$ cat src/rtl/nibble_serial_add_ctrl.sv
// rtl/nibble_serial_add_ctrl.sv - WIDTH-bit adder time-sharing one 4-bit full-adder slice, LS nibble first
// Optional signed-overflow output guarded by `NIBBLE_ADD_OVF_EN.

module four_bit_FA (
  input  logic [3:0] a,
  input  logic [3:0] b,
  input  logic       c_in,
  output logic [3:0] sum,
  output logic       c_out
);
  assign {c_out, sum} = {1'b0, a} + {1'b0, b} + {4'b0000, c_in};
endmodule

module nibble_serial_add_ctrl #(
  parameter int WIDTH = 16
) (
  input  logic             clk,
  input  logic             rst_n,
  input  logic             start,
  input  logic [WIDTH-1:0] a,
  input  logic [WIDTH-1:0] b,
  input  logic             c_in,
  output logic             busy,
  output logic             done,
  output logic [WIDTH-1:0] sum,
  output logic             c_out
`ifdef NIBBLE_ADD_OVF_EN
  ,
  output logic             ovf
`endif
);

  localparam int NIB  = WIDTH / 4;
  localparam int IDXW = (NIB > 1) ? $clog2(NIB) : 1;
  localparam logic [IDXW-1:0] LAST_IDX = IDXW'(NIB - 1);

  localparam logic [1:0] S_IDLE = 2'd0;
  localparam logic [1:0] S_RUN  = 2'd1;
  localparam logic [1:0] S_DONE = 2'd2;

  logic [1:0]       state;
  logic [WIDTH-1:0] ra;
  logic [WIDTH-1:0] rb;
  logic             cy;
  logic [IDXW-1:0]  idx;

  logic [3:0] nib_a;
  logic [3:0] nib_b;
  logic [3:0] fa_sum;
  logic       fa_cout;

  // Nibble mux feeding the shared slice.
  always_comb begin
    nib_a = 4'h0;
    nib_b = 4'h0;
    for (int i = 0; i < NIB; i++) begin
      if (idx == IDXW'(i)) begin
        nib_a = ra[4*i +: 4];
        nib_b = rb[4*i +: 4];
      end
    end
  end

  four_bit_FA u_slice (
    .a     (nib_a),
    .b     (nib_b),
    .c_in  (cy),
    .sum   (fa_sum),
    .c_out (fa_cout)
  );

  wire accept = start && ((state == S_IDLE) || (state == S_DONE));

  always_ff @(posedge clk) begin
    if (!rst_n) begin
      state <= S_IDLE;
      ra    <= '0;
      rb    <= '0;
      cy    <= 1'b0;
      idx   <= '0;
      sum   <= '0;
      c_out <= 1'b0;
    end else begin
      case (state)
        S_RUN: begin
          for (int i = 0; i < NIB; i++) begin
            if (idx == IDXW'(i)) sum[4*i +: 4] <= fa_sum;
          end
          cy  <= fa_cout;
          idx <= idx + 1'b1;
          if (idx == LAST_IDX) begin
            c_out <= fa_cout;
            state <= S_DONE;
          end
        end
        default: begin
          if (accept) begin
            ra    <= a;
            rb    <= b;
            cy    <= c_in;
            idx   <= '0;
            state <= S_RUN;
          end else begin
            state <= S_IDLE;
          end
        end
      endcase
    end
  end

`ifdef NIBBLE_ADD_OVF_EN
  // Carry into the MSB is ra^rb^sum at that bit; XOR with the final carry gives signed overflow.
  always_ff @(posedge clk) begin
    if (!rst_n) begin
      ovf <= 1'b0;
    end else if (state == S_RUN && idx == LAST_IDX) begin
      ovf <= ra[WIDTH-1] ^ rb[WIDTH-1] ^ fa_sum[3] ^ fa_cout;
    end
  end
`endif

  assign busy = (state == S_RUN);
  assign done = (state == S_DONE);

endmodule
$ cat config.mk
export PLATFORM = sky130hd
export DESIGN_NAME = nibble_serial_add_ctrl
export DESIGN_NICKNAME = d
export VERILOG_FILES = /design/src/rtl/nibble_serial_add_ctrl.sv
export SDC_FILE = /design/constraint.sdc
export NUM_CORES = 1
export LEC_CHECK = 0
export CAP_MARGIN = 15
export CORE_MARGIN = 3
export CORE_UTILIZATION = 45
export CTS_BUF_LIST = sky130_fd_sc_hd__clkbuf_8
export CTS_CLUSTER_DIAMETER = 40
export DETAILED_ROUTE_END_ITERATION = 16
export GPL_TIMING_DRIVEN = 1
export PLACE_DENSITY = 0.69
export REMOVE_ABC_BUFFERS = 1
export SYNTH_ARGS = -nofsm -noshare
export SYNTH_HDL_FRONTEND = slang
export SYNTH_SLANG_ARGS = --single-unit
$ cat constraint.sdc
create_clock -name clk -period 3.7 [get_ports clk]
set_clock_uncertainty 0.15 [all_clocks]
set_input_delay 0.37 -clock clk [delete_from_list [all_inputs] [get_ports clk]]
set_output_delay 0.37 -clock clk [all_outputs]
set_load 0.02 [all_outputs]
Word level (Yosys, flattened, before mapping)
Index checks and enable logic that the tools add are counted.
Widths: inputs -> output; s select.

storage, ports and cells
  bits in latches = 0
  RAM bits = 0
  input bits = 36
  bits in read-only memories = 0
  output and inout port bits = 19
  logic and storage cells = 45
  register bits after elaboration = 54
  memories = 0

cells by class
  shift-type cells = 0
  multiplexer cells = 15
  eq/ne operators = 6
  add/sub/neg operators = 3
  bitwise gates (word level) = 1
  reduce and logical (&&, ||, !) cells = 10
  div/mod/pow operators = 0
  $lt $le $gt $ge = 0
  multiply operators = 0

operators with widths
  cell                 count
  $mux 4               8
  $reduce_and 2->1     5
  $mux 2               4
  $eq 2x2->1 const B   3
  $add 4x4->5          1
  $add 5x1->5          1
  $eq 2x1->1 const B   2
  $logic_not 2->1      2
  $mux 1               3
  $add 2x1->2 const B  1
  $ne 2x1->1 const B   1
  $reduce_bool 2->1    1
  $logic_and 1x1->1    1
  $logic_or 1x1->1     1
  $not 1->1            1

Longest topological paths before layout
  word-level depth = 8
  gate-level depth with buffers = 13
  depth with buffers taken out = 11

Hierarchy
From an unflattened synthesis, not the netlist that was laid out.

second synthesis, totals
  cells, all modules = 292
  area, all modules = 2607.5 um2

modules (own cells, without submodules)
  module                  area an instance (um2)  cells an instance  sequential area each (um2)  times used
  nibble_serial_add_ctrl  2463.6                  276                1081.0                      1
  four_bit_FA             143.9                   16                 0.0                         1

Least setup slack after synthesis
OpenSTA, ideal clock, no wires.

  kind = register to register
  start point = register idx[0]
  end point = register sum[2]
  path buffers = 2
  setup slack = 1091 ps
  data arrival time = 2324 ps
  clock period less this slack = 2609 ps
  data required time = 3415 ps
  setup time = 135 ps
  stages on the path, launching flop included = 13
  path through = dfxtp_1 -> inv_1 -> ha_1 -> buf_2 -> buf_2 -> a21oi_1 -> o21ai_0 -> a22oi_1 -> fa_1 -> inv_1 -> fa_1 -> xnor2_1 -> a211oi_1

between the ends
  word-level cells in the longest chain between the ends = 7
  elaborated cells between the ends (all ways) = 15
  classes of those cells = add/sub (2); eq/ne (3); mux (8); reduce/logical (2)

ends and longest elaborated chain
  element                          RTL line  RTL
  from (decl)                      45        logic [IDXW-1:0] idx;
  from (signal assigned)           90        idx <= idx + 1'b1;
  $logic_not 2->1                  57, 87
  $mux 4 (4 in a row)              57        if (idx == IDXW'(i)) begin
  $add 4x4->5                      11        assign {c_out, sum} = {1'b0, a} + {1'b0, b} + {4'b0000, c_in};
  $add 5x1->5                      11
  to (signal, indexed assignment)  87        if (idx == IDXW'(i)) sum[4*i +: 4] <= fa_sum;
  to (decl)                        25        output logic [WIDTH-1:0] sum,

Parallel ways exist; a longest one is shown, timed or not.
A chain may end at the register's enable or synchronous reset.

Final worst setup path
  start point = register idx[0]
  end point = register sum[6]

between the ends
  word-level cells in the longest chain between the ends = 7
  elaborated cells between the ends (all ways) = 15
  classes of those cells = add/sub (2); eq/ne (3); mux (8); reduce/logical (2)

ends and longest elaborated chain
  element              RTL line
  $logic_not 2->1      57
  $mux 4 (4 in a row)  57
  $add 4x4->5          11
  $add 5x1->5          11

Parallel ways exist; a longest one is shown, timed or not.

==> results.sh <==
export IMPL_path_class="register to register"
export IMPL_start_util_pct=47.7
export IMPL_drive_gt1_share_pct=4.89
export IMPL_dpl_worst_slack_ps=812
export IMPL_required_ps=3700
export IMPL_die_w_um=80.3
export IMPL_fp_dieH_um=80.3
export IMPL_numCtsBuffers=5
export IMPL_cts_sinks=54
export IMPL_fin_setup_tns_ps=0
export IMPL_layout_nets=392
export IMPL_rr_worst_depth=10
export IMPL_setup_viol=0
export IMPL_leakagePower_nw=1.16
export IMPL_reg2reg_slack_ps=800
export IMPL_whs_ps=308
export IMPL_overflow=0
export IMPL_grt_max_degree=47
export IMPL_fillers=508
export IMPL_finalHoldViolations=0
export IMPL_vdd_ir_drop_max_uv=219
export IMPL_worst_slew_pin_slew_ps=804
export IMPL_viasPerCell=5.08
export IMPL_stdcell_count=418
export IMPL_timing_rr_end="sum[6]"
export IMPL_grt_setup_unrepaired="no"
export IMPL_place_inst=410
export IMPL_fmax_mhz=345
export IMPL_critPathMaxFanout=17
export IMPL_start_kind="register"
export IMPL_dpl_hpwl_mm=3.68
export IMPL_cp_end_kind="register"
export IMPL_hp_start="ra[6]"
export IMPL_num_rows=26
export IMPL_netlist_instances=308
export IMPL_r2r_start="idx[0]"
export IMPL_seq_area_frac_synth_pct=43.5
export IMPL_synth_edf_count=0
export IMPL_cp_arrival_ps=2900
export IMPL_clk_insertion_delay_late_ps=300
export IMPL_critPathTopFamily="adder cells"
export IMPL_area_growth_pct=25.6
export IMPL_async_flop_share_pct=0
export IMPL_track_usage_pct=17.3
export IMPL_vias=2123
export IMPL_synth_area_um2=2480
export IMPL_critPathSlowestCell="ha_1"
export IMPL_io_buffer_count=54
export IMPL_finalCritPeriodShare_pct=78.3
export IMPL_whs_endpoint="ra[6]"
export IMPL_syn_avg_cell_area_um2=8.06
export IMPL_path_cells="inv_1, ha_1, a21oi_1, o21ai_0, a22oi_1, fa_1, inv_1, fa_1, xnor2_1, a211oi_1"
export IMPL_power_density_nw_per_um2=419
export IMPL_grt_pass1_vias=1959
export IMPL_initialDrtViolationCount=139
export IMPL_crit_path_max_incr_delay_ps=410
export IMPL_clkTransAtPathRegs_ps=90
export IMPL_drt_pass1_iterations=5
export IMPL_ys_ff_latch=54
export IMPL_diodes=0
export IMPL_slew_headroom_pct=46.4
export IMPL_finalWirelength_mm=5.19
export IMPL_h_tree_depth=2
export IMPL_path_buf_inv=2
export IMPL_antenna_found_initial=0
export IMPL_cts_tree="built"
export IMPL_fp_dieArea_um2=6440
export IMPL_ant_nets=0
export IMPL_status="finished, final reports clean"
export IMPL_clk_path_buf_depth=2
export IMPL_design_core_area_um2=5200
export IMPL_worstHoldPathType="register to register"
export IMPL_cts_root_buf="clkbuf_8"
export IMPL_maxCapViolCount=0
export IMPL_yosysUniqueCellTypes=36
export IMPL_ctsResizeCount=0
export IMPL_grt_pass1_wl_mm=8.90
export IMPL_slew_viol_final=0
export IMPL_min_path_cells=2
export IMPL_setup_slack_ps=805
export IMPL_route_detailed_drc=0
export IMPL_min_period_ps=2900
export IMPL_gp_routability_congestion=0.783
export IMPL_holdBufCountCts=0
export IMPL_ys_warn_count=0
export IMPL_io_pins=55
export IMPL_synth_ff_type="dfxtp_1"
export IMPL_cts_setup_buffers=0
export IMPL_wl_per_cell_um=12.4
[cells in the mapped netlist (3+ instances only)]
master / instances / area share [%]
ha_1: 7 / 3.5
nor2_1: 11 / 1.7
buf_4: 6 / 1.8
o221ai_1: 4 / 1.4
and3b_1: 4 / 1.4
dfxtp_1: 54 / 44
o21ai_0: 10 / 2.0
inv_1: 13 / 2.0
a211oi_1: 6 / 1.8
nand2_1: 82 / 12
a22o_1: 6 / 2.1
mux2i_1: 4 / 1.6
buf_2: 9 / 1.8
and2_1: 4 / 1.0
nand4_1: 4 / 1.0
a21oi_1: 52 / 10
clkbuf_1: 3 / 0.45
buf_6: 4 / 1.8
[metal layers]
metal	share of wire [%]	wire, um	GRT usage (%)	vias to the layer above
met2	47	2410	29.8	56
met3	5.1	264	4.04	5
met4	0.66	34	4.05	0
li1	-	-	-	1104
met5	0	0	0	-
met1	48	2480	21.7	958
[power breakdown]
| group | total (W) | internal (W) | switching (W) | leakage (nW) |
|---|---|---|---|---|
| Combinational | 0.000206 | 0.0000961 | 0.000110 | 0.643 |
| Sequential | 0.000628 | 0.000611 | 0.0000175 | 0.441 |
| Clock | 0.000472 | 0.000288 | 0.000184 | 0.0714 |
[tightest hold or removal path, delay by kind of cell, from the launching register on]
family | cells | cell delay, ps
DFF | 1 | 320
AOI/OAI and AO/OA | 1 | 50
and+or+nand+nor | 1 | 50
[registers in the layout, indices dropped and copies added (netlist names)]
signal	flops
cy	1
state	2
idx	2
c_out	1
ra	16
rb	16
sum	16
[cells by family (layout without fill, tap and decap cells)]
kind of cell / Yosys count / in the layout / share of synthesized area (%)
fa+ha+maj: 9 / 9 / 5.14
xor+xnor: 1 / 1 / 0.353
simple gates: 116 / 116 / 20.5
flops: 54 / 54 / 43.5
compound gates: 86 / 86 / 20.6
buf+inv: 38 / 78 / 8.32
mux: 4 / 4 / 1.61
[cells in the final DEF (no fill, tap or decap), types with 4 or more instances in the layout]
cell,n
nand2_1,82
dfxtp_1,54
clkdlybuf4s50_1,54
a21oi_1,52
inv_1,13
nor2_1,11
o21ai_0,10
ha_1,7
a22o_1,6
a211oi_1,6
clkbuf_8,6
and3b_1,4
mux2i_1,4
and2_1,4
nand4_1,4
o221ai_1,4
[area by class of cell]
type | instances | area (um^2) | area share (%)
Inverter | 14 | 52.6 | 1.69
Tap cell | 70 | 87.6 | 2.81
Multi-Input combinational cell | 216 | 1200 | 38.4
Clock buffer | 6 | 82.6 | 2.65
Sequential cell | 54 | 1080 | 34.7
Timing Repair Buffer | 56 | 556 | 17.8
Clock inverter | 2 | 60.1 | 1.93
[metrics by stage]
| stage | cell area, um^2 | total power, W | util [%] |
|---|---|---|---|
| 3_3_place_gp | 2970 | 0.000845 | 57.1 |
| 3_5_place_dp | 2970 | 0.000849 | 57.1 |
| 4_1_cts | 3120 | 0.00132 | 59.9 |
| 2_1_floorplan | 2330 | 0.000760 | - |
| 6_report | 3120 | 0.00131 | 59.9 |
| 5_1_grt | 3120 | 0.00137 | 59.9 |
[worst max-delay path by stage]
stage               startpoint      to  slack [ps]  depth (start not counted)
floorplan               idx[0]  sum[2]        1170                         10
global placement        idx[0]  sum[2]         960                         10
detailed placement      idx[0]  sum[2]         810                         10
CTS                     idx[0]  sum[2]         780                         10
global route            idx[0]  sum[6]         490                         10
finish                  idx[0]  sum[6]         800                         10
Power figures use the tool's default switching activity.
